### config.mk
export PLATFORM = sky130hd
export DESIGN_NAME = hub75_fb_ctrl
export DESIGN_NICKNAME = d
export VERILOG_FILES = /design/src/rtl/hub75_pkg.sv /design/src/rtl/hub75_fb_clear.sv /design/src/rtl/hub75_fb_ctrl.sv
export SDC_FILE = /design/constraint.sdc
export NUM_CORES = 1
export LEC_CHECK = 0
export CELL_PAD_IN_SITES_DETAIL_PLACEMENT = 0
export CELL_PAD_IN_SITES_GLOBAL_PLACEMENT = 2
export CORE_MARGIN = 2
export CORE_UTILIZATION = 26
export CTS_CLUSTER_SIZE = 25
export DETAILED_ROUTE_END_ITERATION = 16
export PLACE_DENSITY_LB_ADDON = 0.08
export RECOVER_POWER = 25
export SLEW_MARGIN = 20
export SYNTH_ARGS = -nofsm -noshare
export SYNTH_HDL_FRONTEND = slang
export SYNTH_SLANG_ARGS = --single-unit
### constraint.sdc
create_clock -name clk -period 3.2 [get_ports clk]
set_clock_uncertainty 0.15 [all_clocks]
set_input_delay 0.32 -clock clk [delete_from_list [all_inputs] [get_ports clk]]
set_output_delay 0.32 -clock clk [all_outputs]
set_load 0.01 [all_outputs]
### src/rtl/hub75_pkg.sv
// Shared types and constants for the HUB75 framebuffer controller.
// The CLEAR state only exists when HUB75_FB_CLEAR_EN is defined.
package hub75_pkg;

  localparam int HPIXEL_DEF       = 64;
  localparam int VPIXEL_DEF       = 64;
  localparam int BPP_DEF          = 8;
  localparam int SEGMENTS_DEF     = 2;
  localparam int FRAME_PIXELS_DEF = HPIXEL_DEF * VPIXEL_DEF;
  localparam int ADDR_WIDTH_DEF   = $clog2(FRAME_PIXELS_DEF);

  // One {B,G,R} pixel word at the default colour depth.
  typedef logic [3*BPP_DEF-1:0] pixel_t;

  typedef enum logic [1:0] {
    FB_READY     = 2'd0,
    FB_SWAP_WAIT = 2'd1
`ifdef HUB75_FB_CLEAR_EN
    ,
    FB_CLEAR     = 2'd2
`endif
  } fb_state_e;

  // Segment-select width; a single-segment panel still gets a 1-bit field.
  function automatic int seg_width(input int segments);
    return (segments > 1) ? $clog2(segments) : 1;
  endfunction

endpackage

### src/rtl/hub75_fb_clear.sv
// Clear engine address counter: walks every framebuffer address once after
// a start pulse. Only instantiated when HUB75_FB_CLEAR_EN is defined.
module hub75_fb_clear #(
  parameter int depth_p      = 4096,
  parameter int addr_width_p = 12
) (
  input  logic                    clk,
  input  logic                    rst_n,
  input  logic                    start,
  output logic                    busy,
  output logic [addr_width_p-1:0] addr,
  output logic                    done
);

  localparam logic [addr_width_p-1:0] last_addr = addr_width_p'(depth_p - 1);

  assign done = busy && (addr == last_addr);

  // Step one address per cycle while busy and stop after the last one.
  always_ff @(posedge clk or negedge rst_n) begin
    if (!rst_n) begin
      busy <= 1'b0;
      addr <= '0;
    end else if (busy) begin
      if (done) begin
        busy <= 1'b0;
        addr <= '0;
      end else begin
        addr <= addr + 1'b1;
      end
    end else if (start) begin
      busy <= 1'b1;
      addr <= '0;
    end
  end

endmodule

### src/rtl/hub75_fb_ctrl.sv
// Double-buffered framebuffer controller: host writes land in the back bank,
// swaps are applied only at frame boundaries while the scanner is running.
// Optional clear engine enabled by defining HUB75_FB_CLEAR_EN.
module hub75_fb_ctrl
  import hub75_pkg::*;
#(
  parameter int hpixel_p     = HPIXEL_DEF,
  parameter int vpixel_p     = VPIXEL_DEF,
  parameter int bpp_p        = BPP_DEF,
  parameter int segments_p   = SEGMENTS_DEF,
  localparam int addr_width_p = $clog2(hpixel_p * vpixel_p),
  localparam int seg_width_p  = seg_width(segments_p)
) (
  input  logic                    clk,
  input  logic                    rst_n,
  input  logic                    i_run,
  input  logic                    i_frame_end,
  input  logic                    i_wr_valid,
  output logic                    o_wr_ready,
  input  logic [addr_width_p-1:0] i_wr_addr,
  input  logic [seg_width_p-1:0]  i_wr_seg,
  input  logic [3*bpp_p-1:0]      i_wr_data,
  input  logic                    i_swap_req,
  input  logic                    i_clear_req,
  output logic                    o_disp_enable,
  output logic                    o_front_sel,
  output logic                    o_mem_we,
  output logic                    o_mem_wbank,
  output logic [addr_width_p-1:0] o_mem_waddr,
  output logic [segments_p-1:0]   o_mem_wseg_mask,
  output logic [3*bpp_p-1:0]      o_mem_wdata,
  output logic                    o_swap_pending,
  output logic                    o_swap_done,
  output logic                    o_clear_busy,
  output logic [15:0]             o_frame_cnt
);

  fb_state_e state_q, state_d;
  logic      pending_q, pending_d;
  logic      active_q;
  logic      apply_swap;
  logic      swap_want;
  logic      wr_accept;

  logic                    wr_we_q;
  logic                    wr_bank_q;
  logic [addr_width_p-1:0] wr_addr_q;
  logic [segments_p-1:0]   wr_mask_q;
  logic [3*bpp_p-1:0]      wr_data_q;

  logic                    clear_busy;
  logic [addr_width_p-1:0] clear_addr;

`ifdef HUB75_FB_CLEAR_EN
  logic clear_start;
  logic clear_done;

  hub75_fb_clear #(
    .depth_p      (hpixel_p * vpixel_p),
    .addr_width_p (addr_width_p)
  ) u_clear (
    .clk   (clk),
    .rst_n (rst_n),
    .start (clear_start),
    .busy  (clear_busy),
    .addr  (clear_addr),
    .done  (clear_done)
  );
`else
  logic unused_clear_req;

  assign unused_clear_req = i_clear_req;
  assign clear_busy       = 1'b0;
  assign clear_addr       = '0;
`endif

  // active_q keeps o_wr_ready low while held in reset so every output reads 0.
  assign o_wr_ready     = active_q && (state_q == FB_READY) && !pending_q;
  assign wr_accept      = i_wr_valid && o_wr_ready;
  assign swap_want      = i_swap_req || pending_q;
  assign o_swap_pending = pending_q;
  assign o_clear_busy   = clear_busy;

  // Next-state logic: clear wins over swap, swaps wait for frame end while scanning.
  always_comb begin
    state_d    = state_q;
    pending_d  = pending_q;
    apply_swap = 1'b0;
`ifdef HUB75_FB_CLEAR_EN
    clear_start = 1'b0;
`endif
    case (state_q)
      FB_READY: begin
`ifdef HUB75_FB_CLEAR_EN
        if (i_clear_req) begin
          clear_start = 1'b1;
          state_d     = FB_CLEAR;
          pending_d   = swap_want;
        end else
`endif
        if (swap_want) begin
          if (!o_disp_enable) begin
            apply_swap = 1'b1;
            pending_d  = 1'b0;
          end else begin
            state_d   = FB_SWAP_WAIT;
            pending_d = 1'b1;
          end
        end
      end
      FB_SWAP_WAIT: begin
        if (i_frame_end) begin
          apply_swap = 1'b1;
          pending_d  = 1'b0;
          state_d    = FB_READY;
        end
      end
`ifdef HUB75_FB_CLEAR_EN
      FB_CLEAR: begin
        if (i_swap_req) pending_d = 1'b1;
        if (clear_done) state_d = FB_READY;
      end
`endif
      default: state_d = FB_READY;
    endcase
  end

  // FSM state, latched swap request and the out-of-reset flag.
  always_ff @(posedge clk or negedge rst_n) begin
    if (!rst_n) begin
      state_q   <= FB_READY;
      pending_q <= 1'b0;
      active_q  <= 1'b0;
    end else begin
      state_q   <= state_d;
      pending_q <= pending_d;
      active_q  <= 1'b1;
    end
  end

  // Bank select toggles only when a swap is applied; done pulses alongside.
  always_ff @(posedge clk or negedge rst_n) begin
    if (!rst_n) begin
      o_front_sel <= 1'b0;
      o_swap_done <= 1'b0;
    end else begin
      o_swap_done <= apply_swap;
      if (apply_swap) o_front_sel <= ~o_front_sel;
    end
  end

  // Capture accepted host writes; the bank is the back bank at accept time.
  always_ff @(posedge clk or negedge rst_n) begin
    if (!rst_n) begin
      wr_we_q   <= 1'b0;
      wr_bank_q <= 1'b0;
      wr_addr_q <= '0;
      wr_mask_q <= '0;
      wr_data_q <= '0;
    end else begin
      wr_we_q <= wr_accept;
      if (wr_accept) begin
        wr_bank_q <= ~o_front_sel;
        wr_addr_q <= i_wr_addr;
        wr_mask_q <= segments_p'(1) << i_wr_seg;
        wr_data_q <= i_wr_data;
      end
    end
  end

  // Scanner enable follows i_run by one cycle; frame counter counts every frame end.
  always_ff @(posedge clk or negedge rst_n) begin
    if (!rst_n) begin
      o_disp_enable <= 1'b0;
      o_frame_cnt   <= '0;
    end else begin
      o_disp_enable <= i_run;
      if (i_frame_end) o_frame_cnt <= o_frame_cnt + 16'd1;
    end
  end

  // A host write accepted together with a clear request is shadowed by the
  // clear, which zero-fills that same back-bank address anyway.
  assign o_mem_we        = clear_busy | wr_we_q;
  assign o_mem_wbank     = clear_busy ? ~o_front_sel : wr_bank_q;
  assign o_mem_waddr     = clear_busy ? clear_addr : wr_addr_q;
  assign o_mem_wseg_mask = clear_busy ? {segments_p{1'b1}} : wr_mask_q;
  assign o_mem_wdata     = clear_busy ? '0 : wr_data_q;

endmodule

**Yosys cells after proc, flatten, opt, wreduce, memory -nomap -nowiden**

Cells that the tools add are included.
Widths: inputs -> output; s select.

- Register bits: 63
- Bits of input ports: 44
- Output and inout bits: 62
- Logic and storage cells: 40

- Add/sub/neg operators: 1
- Equal/unequal tests: 4
- Shift-type cells: 1
- Multiplexer cells: 12
- Bitwise gates (word level): 1
- Reduce and logical (&&, ||, !) cells: 9

Operator list:

| operator | number |
|---|---|
| $add 16x1->16 const B | 1 |
| $mux 1 | 6 |
| $mux 2 | 3 |
| $ne 2x2->1 const B | 3 |
| $reduce_and 3->1 | 2 |
| $pmux 1 s2 | 2 |
| $pmux 2 s2 | 1 |
| $logic_and 1x1->1 | 3 |
| $eq 2x1->1 const B | 1 |
| $logic_not 2->1 | 1 |
| $reduce_bool 2->1 | 1 |
| $shl 1x1->2 const A | 1 |
| $logic_not 1->1 | 1 |
| $logic_or 1x1->1 | 1 |
| $not 1->1 | 1 |

**Logic depth before layout (Yosys ltp)**

Gate-level depths: netlist of run 1.

- Depth after elaboration: 4
- Depth in mapped cells: 7
- Depth with buffers taken out: 5

**Worst setup path after synthesis of run 1**

No wires, ideal clock.

- Kind: register -> register
- Start point: register pending_q, in the netlist o_swap_pending
- End point: register wr_bank_q, in the netlist o_mem_wbank
- Library setup time: 0.133 ns
- Arrival time: 1.209 ns
- Required time: 2.917 ns
- Slack: 1.708 ns
- Cell stages (with the launch flop): 6
- Buffers on the path: 1
- Clock period less this slack: 1.492 ns
- Cells stage by stage: dfrtp_1 nor3b_2 nand2_1 clkbuf_1 nand2_1 o21ai_0

- Cells in the longest elaborated chain, start to end: 3

RTL lines:

| what | RTL line | RTL |
|---|---|---|
| start: declaration | hub75_fb_ctrl.sv:39 | `logic pending_q, pending_d;` |
| start signal: assignment | hub75_fb_ctrl.sv:136 | `pending_q <= pending_d;` |
| $logic_not 1->1 | hub75_fb_ctrl.sv:78 | `assign o_wr_ready = active_q && (state_q == FB_READY) && !pending_q;` |
| $logic_and 1x1->1 | hub75_fb_ctrl.sv:78 |  |
| named net o_wr_ready | hub75_fb_ctrl.sv:19 | `output logic o_wr_ready,` |
| $logic_and 1x1->1 | hub75_fb_ctrl.sv:79 | `assign wr_accept = i_wr_valid && o_wr_ready;` |
| end signal: assignment | hub75_fb_ctrl.sv:163 | `wr_bank_q <= ~o_front_sel;` |
| end: declaration | hub75_fb_ctrl.sv:46 | `logic wr_bank_q;` |

The timed path passes the listed nets, and every way through them passes these cells.
A chain may end at the register's enable or synchronous reset.

**Worst setup path after layout of run 1**

- Start point: register state_q[0]
- End point: output o_wr_ready

- Cells in the longest elaborated chain, start to end: 3

RTL lines:

| what | RTL line | RTL |
|---|---|---|
| start: declaration | hub75_fb_ctrl.sv:38 | `fb_state_e state_q, state_d;` |
| start signal: assignment | hub75_fb_ctrl.sv:135 | `state_q <= state_d;` |
| $logic_not 2->1 | hub75_fb_ctrl.sv:78 |  |
| $logic_and 1x1->1 (2 in series) | hub75_fb_ctrl.sv:78 |  |
| end: declaration | hub75_fb_ctrl.sv:19 |  |

No other way between the ends.

==> summary.txt, run 1 <==
Status - finished, final reports clean
Worst Path Max Fanout - 5
Placed cell count - 449
Worst hold slack - 0.3199 ns
#FFs+latches synth - 62
Final wirelength - 6064 um
Slew Limit Fails - 0
Total power - 2792 uW
Root Buffer Master - clkbuf_8
Slowest stage cell on the critical path - clkdlybuf4s50_1
Reg2reg start - state_q[0]
HP Class - reg2reg
Crit end category - output pin
Synth Cell Area - 0.002460 mm^2
WL/cell - 13.01 um
Clock latency on the worst-skew pair - 0.33 ns
Area Overhead vs Synth - 54.53%
Die Y - 101.3 um
Final Hold Viols - 0
CP startpoint kind - flip-flop
F_max - 487.5 MHz
Flop2flop setup slack - 1.46 ns
Vias per inst - 4.133
Synth Area in Simple Gates - 25.69%
Clk slew on worst S/H paths - 0.06 ns
P per Cell Area - 734.5 mW/mm^2
Leakage - 0.001796 uW
Critical Path Start - state_q[0]
Critical path's top delay family - buffers and inverters
Arrival @ worst endpoint - 1.58 ns
Crit-path cells - nor3b_2 -> clkdlybuf4s50_1
Number of antenna-violating nets in the routed design - 0
Least-Margin Pin Slew - 1.360 ns
Netlist cell types - 27
Final instance area - 0.003801 mm^2
XOR/XNOR share of the synthesized area - 5.697%
Antenna violations before repair - 0
Setup TNS - 0 ns
H-tree level count - 3
Critical Path End - o_wr_ready
Kind of critical path - reg2out
Yosys warnings - 0
Setup Viol. Count Final - 0
Sequential cell area fraction in the yosys report - 63.07%
Minimum clock period - 2.051 ns
Core ar. - 0.009196 mm^2
DR iter-0 viols - 34
Max VDD drop - 323.6 uV
Non-Filler Instances - 466
CTS tree - built
Mux contribution to synthesized area - 0.4578%
CP required - 2.73 ns
Final Cycle Share - 64.11%
Post-synth EDFFs - 0
Final antenna diode count - 0
Max-cap violations - 0
Clock sinks - 62
Row cnt - 35
Largest family of logic cells by synthesized area - simple AND/OR/NAND/NOR gates
Top_reg_cell synth - dfrtp_1
Nets - 395
Hpwl dp - 4118 um
Max clock buf depth - 2
Total number of vias - 1,926
Largest net degree at the start of global routing - 42
First-pass GRT wire length - 9880 um
Routability cong. - 0.6644
Post-synthesis cell count - 242
Crit path depth - 2
Die Footprint - 0.01025 mm^2
Synth Area in Compound Gates - 1.170%
WP buf/inv - 1
Post-synthesis adder-cell area fraction - 0.5086%
Post-CTS setup buffer count - 0
Vias in the first global route - 1,949
Avg Cell Area, Syn - 10.16 um^2
Tot GR Track Use - 12.72%
# port buffers - 103
Initial Util - 26.75%
Max incr delay on CP - 0.58 ns
Placed inst area - 0.003578 mm^2
Die width - 101.3 um
CTS buffer count - 9
Total gr overflow - 0
Worst R2R Path Depth - 5
Fraction of registers with async set or reset after synthesis - 100.0%
DRC violation count after routing - 0
Layout cell share with drive strength beyond 1 - 7.042%
I/O pins - 106
RSZ-0062 raised after global routing - no
Max_slew headroom - 9.312%
Syn_nets - 287
FF-to-FF End - o_mem_waddr[8]
First-pass iteration count of the detailed router - 3
[Yosys cell counts, types with 2 or more instances]
| cell | count | area, um^2 |
|---|---|---|
| buf_6 | 3 | 33.78 |
| nor2_1 | 4 | 15.01 |
| nand4_4 | 2 | 42.54 |
| conb_1 | 2 | 7.510 |
| nand3_1 | 4 | 20.02 |
| o21ai_0 | 3 | 15.01 |
| nand4_1 | 2 | 12.51 |
| buf_4 | 2 | 15.01 |
| clkbuf_1 | 4 | 15.01 |
| xnor2_1 | 10 | 87.58 |
| xor2_1 | 6 | 52.55 |
| dfrtp_1 | 62 | 1551 |
| and3_2 | 2 | 15.01 |
| nand2_1 | 123 | 461.7 |
[registers in the layout (all words and copies together) (netlist names)]
| name | cells |
|---|---|
| active_q | 1 |
| o_disp_enable | 1 |
| o_frame_cnt | 16 |
| o_front_sel | 1 |
| o_mem_waddr | 12 |
| o_mem_wbank | 1 |
| o_mem_wdata | 24 |
| o_mem_we | 1 |
| o_mem_wseg_mask | 2 |
| o_swap_done | 1 |
| o_swap_pending | 1 |
| state_q | 1 |
[cells in the final DEF (no fill, tap or decap), types with 3 or more instances in the layout]
| cell type | count |
|---|---|
| nand2_1 | 123 |
| clkdlybuf4s50_1 | 100 |
| dfrtp_1 | 62 |
| xnor2_1 | 10 |
| clkbuf_8 | 10 |
| xor2_1 | 6 |
| nor2_1 | 4 |
| nand3_1 | 4 |
| o21ai_0 | 3 |
| clkbuf_1 | 3 |
| dlygate4sd3_1 | 3 |
| buf_4 | 3 |
[per-stage QoR]
stage | utilization, % | setup slack, ns
after floorplan | - | 1.708
after global placement | 38.91 | 1.156
after detailed placement | 38.91 | 1.166
after CTS | 41.36 | 1.126
after global routing | 41.33 | 0.8981
final | 41.33 | 1.149
[worst reg2reg max path, stage by stage, from the launching register on]
cell and delay [ns]:
dfrtp_1 0.44, nor3b_2 0.24, nand2_1 0.11, inv_2 0.51, nand2_1 0.14, nand2_1 0.09
[metal layers]
layer | global-route usage, % | wire (um) | up-vias
met4 | 5.925 | 93 | 0
met1 | 16.75 | 2882 | 895
met5 | 0 | 0 | -
met2 | 19.71 | 2803 | 56
met3 | 3.175 | 285 | 9
li1 | - | - | 966
[power breakdown]
group	internal [uW]	switching, uW	total (uW)
registers	997	165	1160
logic	510	362	872
clock network	458	300	759
[worst min-delay path by stage]
stage	slack (ns)	cells after the start	endpoint	start
after CTS	0.26	1	o_disp_enable	i_run
after floorplan	-0.13	0	active_q	rst_n
after detailed placement	0.21	1	o_mem_wdata[20]	rst_n
final	0.32	2	o_mem_waddr[1]	o_mem_waddr[1]
after global routing	0.35	2	o_mem_wdata[22]	o_mem_wdata[22]
after global placement	0.21	1	o_mem_wdata[20]	rst_n
[area by class of cell]
type                       count  area [um^2]
timing repair buffer         107         1057
sequential                    62         1551
tap                          111        138.9
multi-input combinational    168        830.8
clock inverter                 4        70.07
clock buffer                  12        145.1
inverter                       2        7.507
fill                         936         5395
[cell families (layout without fill, tap and decap cells)]
kind of cell,after synthesis,in the layout
AO/OA/AOI/OAI,5,5
adder cells (fa/ha/maj),1,1
buffers and inverters,12,125
other,2,2
multiplexers,1,1
XOR/XNOR,16,16
AND/OR/NAND/NOR,143,143
flip-flops,62,62
[what timing repair did]
action                    4_1_cts  5_1_grt
hold buffers                    1        0
resized for setup               0        0
hold endpoints to repair       23        0
(Power assumes the default switching activity.)
==> run 2, diff against run 1 <==
Settings changed: CORE_UTILIZATION 26 to 22.
Clock period 3.2 ns to 1.8 ns, I/O delays scaled along.
==> run 2 against run 1 <==
Worst setup slack worse by 1.0 ns. First-iteration DRC count is 150% higher. Utilization fell by 5.9 points. Total power is 72% higher. Combinational power is 89% higher. Wire length rose by 6.1%. Global-route usage fell by 1.1 points. Count of clock-buffer cells in the layout up 1. Critical path depth down 1. Final cell count up 7.3%. Critical endpoint is now o_frame_cnt[7]. Highest routed layer unchanged.
==> summary.txt, run 2 (synthesis gave the netlist of run 1 again) <==
Max VDD drop - 446.0 uV
FF-to-FF End - o_mem_waddr[5]
Critical path's top delay family - buffers and inverters
Final wirelength - 6436 um
Clock latency on the worst-skew pair - 0.33 ns
Most frequent cells in the layout - nand2_1, clkdlybuf4s50_1, dfrtp_1
Max_slew headroom - 40.84%
Hold-critical path endpoint - o_mem_waddr[4]
Status - finished, final reports clean
Kind of critical path - reg2out
Number of antenna-violating nets in the routed design - 0
Int Pwr - 3332 uW
Clock sinks - 62
Vias per inst - 3.908
Layout cell share with drive strength beyond 1 - 9.722%
Largest net degree at the start of global routing - 63
Setup TNS - 0 ns
Final worst setup slack - 0.1039 ns
Crit-path cells - clkdlybuf4s50_1
Routability cong. - 0.7214
Core ar. - 0.01089 mm^2
Final Cycle Share - 94.23%
Hold path depth - 3
First-pass iteration count of the detailed router - 4
First-pass GRT wire length - 10,390 um
DR iter-0 viols - 84
WL/cell - 12.87 um
Worst R2R Path Depth - 6
CP required - 1.47 ns
Max-cap violations - 0
Max reg flops - 24
CTS tree - built
I/O pins - 106
# port buffers - 103
Least-Margin Pin Slew - 0.8874 ns
WP buf/inv - 1
Clock power frac - 23.2%
RSZ-0062 raised after global routing - no
Sw Pwr - 1469 uW
CTS buffer count - 9
Placed cell count - 484
Crit end category - output pin
Final Hold Viols - 0
Flop2flop setup slack - 0.29 ns
Root Buffer Master - clkbuf_8
HP Class - in2reg
H-tree level count - 3
Final antenna diode count - 0
Clk slew on worst S/H paths - 0.06 ns
Sequential power share - 42.5%
Max incr delay on CP - 0.58 ns
Slew Limit Fails - 0
Final core occ - 35.47%
Hpwl dp - 4347 um
Antenna violations before repair - 0
Reg2reg start - state_q[0]
Switching Share - 30.59%
Setup Viol. Count Final - 0
DP Worst Slack - 0.04220 ns
Commonest non-fill, non-tap cell in the layout - nand2_1
Initial Util - 22.59%
Total number of vias - 1,954
Total gr overflow - 0
Arrival @ worst endpoint - 1.37 ns
Slowest stage cell on the critical path - clkdlybuf4s50_1
Worst Path Max Fanout - 4
CP startpoint kind - flip-flop
Vias in the first global route - 1,985
Minimum clock period - 1.696 ns
Comb power frac - 34.3%
Nets - 402
Non-Filler Instances - 500
DRC violation count after routing - 0
Tot GR Track Use - 11.60%
Die Footprint - 0.01204 mm^2
F_max - 589.6 MHz
P per Cell Area - 1243 mW/mm^2
Worst Hold Launch - i_wr_addr[4]
Leakage - 0.001815 uW
Area Overhead vs Synth - 57.02%
Die Y - 109.7 um
Max clock buf depth - 2
Row cnt - 38
Die width - 109.7 um
## run 2: timing repair
action,4_1_cts,5_1_grt
resized for setup,1,3
buffers inserted,0,1
gates cloned,0,0
endpoints found under the hold margin,62,0
pin swaps,0,0
hold buffers,1,0
setup endpoints to repair,1,4
## run 2: routing by layer
| metal | up-vias | GRT usage (%) | routed length (um) |
|---|---|---|---|
| met5 | - | 0 | 0 |
| met2 | 62 | 17.42 | 2944 |
| met4 | 0 | 5.696 | 94 |
| met1 | 904 | 15.52 | 3011 |
| met3 | 10 | 2.905 | 386 |
| li1 | 978 | - | - |
## run 2: how the worst max path moves through the flow
stage	start	end	slack [ns]	depth (start not counted)
6_report	o_frame_cnt[7]	o_frame_cnt[7]	0.10	1
5_1_grt	o_frame_cnt[7]	o_frame_cnt[7]	0.03	1
4_1_cts	o_frame_cnt[5]	o_frame_cnt[5]	0.03	2
3_5_place_dp	i_frame_end	o_frame_cnt[15]	0.04	5
3_3_place_gp	i_frame_end	o_frame_cnt[15]	0.05	5
2_1_floorplan	o_swap_pending	o_mem_wbank	0.31	5
## run 2: worst reg2reg max path, stage by stage, from the launching register on
cell     delay, ns
dfrtp_1       0.43
nor3b_2       0.22
nand2_1       0.16
inv_2         0.08
buf_4         0.24
nand2_1       0.09
nand2_1       0.06
## run 2: cell type report
| cell class | instances | area [um^2] |
|---|---|---|
| well taps | 140 | 175.2 |
| clock buffers | 13 | 168.9 |
| flip-flops and latches | 62 | 1555 |
| repair buffers | 114 | 1119 |
| fillers | 1130 | 7025 |
| clock inverters | 1 | 5.005 |
| inverters | 2 | 7.507 |
| multi-input cells | 168 | 832.0 |
## run 2: stage by stage
| step | power, uW | instance area [um^2] | hold WS, ns |
|---|---|---|---|
| finish | 4801 | 3862 | 0.2262 |
| floorplan | 2669 | 2460 | -0.2656 |
| global route | 5179 | 3862 | 0.2127 |
| detailed placement | 3738 | 3685 | 0.07998 |
| global placement | 3731 | 3685 | 0.08374 |
| CTS | 4902 | 3867 | 0.1093 |
## run 2: power by group through the flow
stage	clock [uW]	combinational (uW)	sequential (uW)
global placement	0	1660	2070
global route	1260	1820	2100
detailed placement	0	1670	2070
floorplan	0	422	2250
finish	1110	1650	2040
CTS	1180	1670	2050
==> run 3, diff against run 2 <==
Settings changed: CTS_CLUSTER_SIZE 25 to 40.
==> results of run 3 <==
No change in the layout: final DEF, timing and power equal those of run 2.
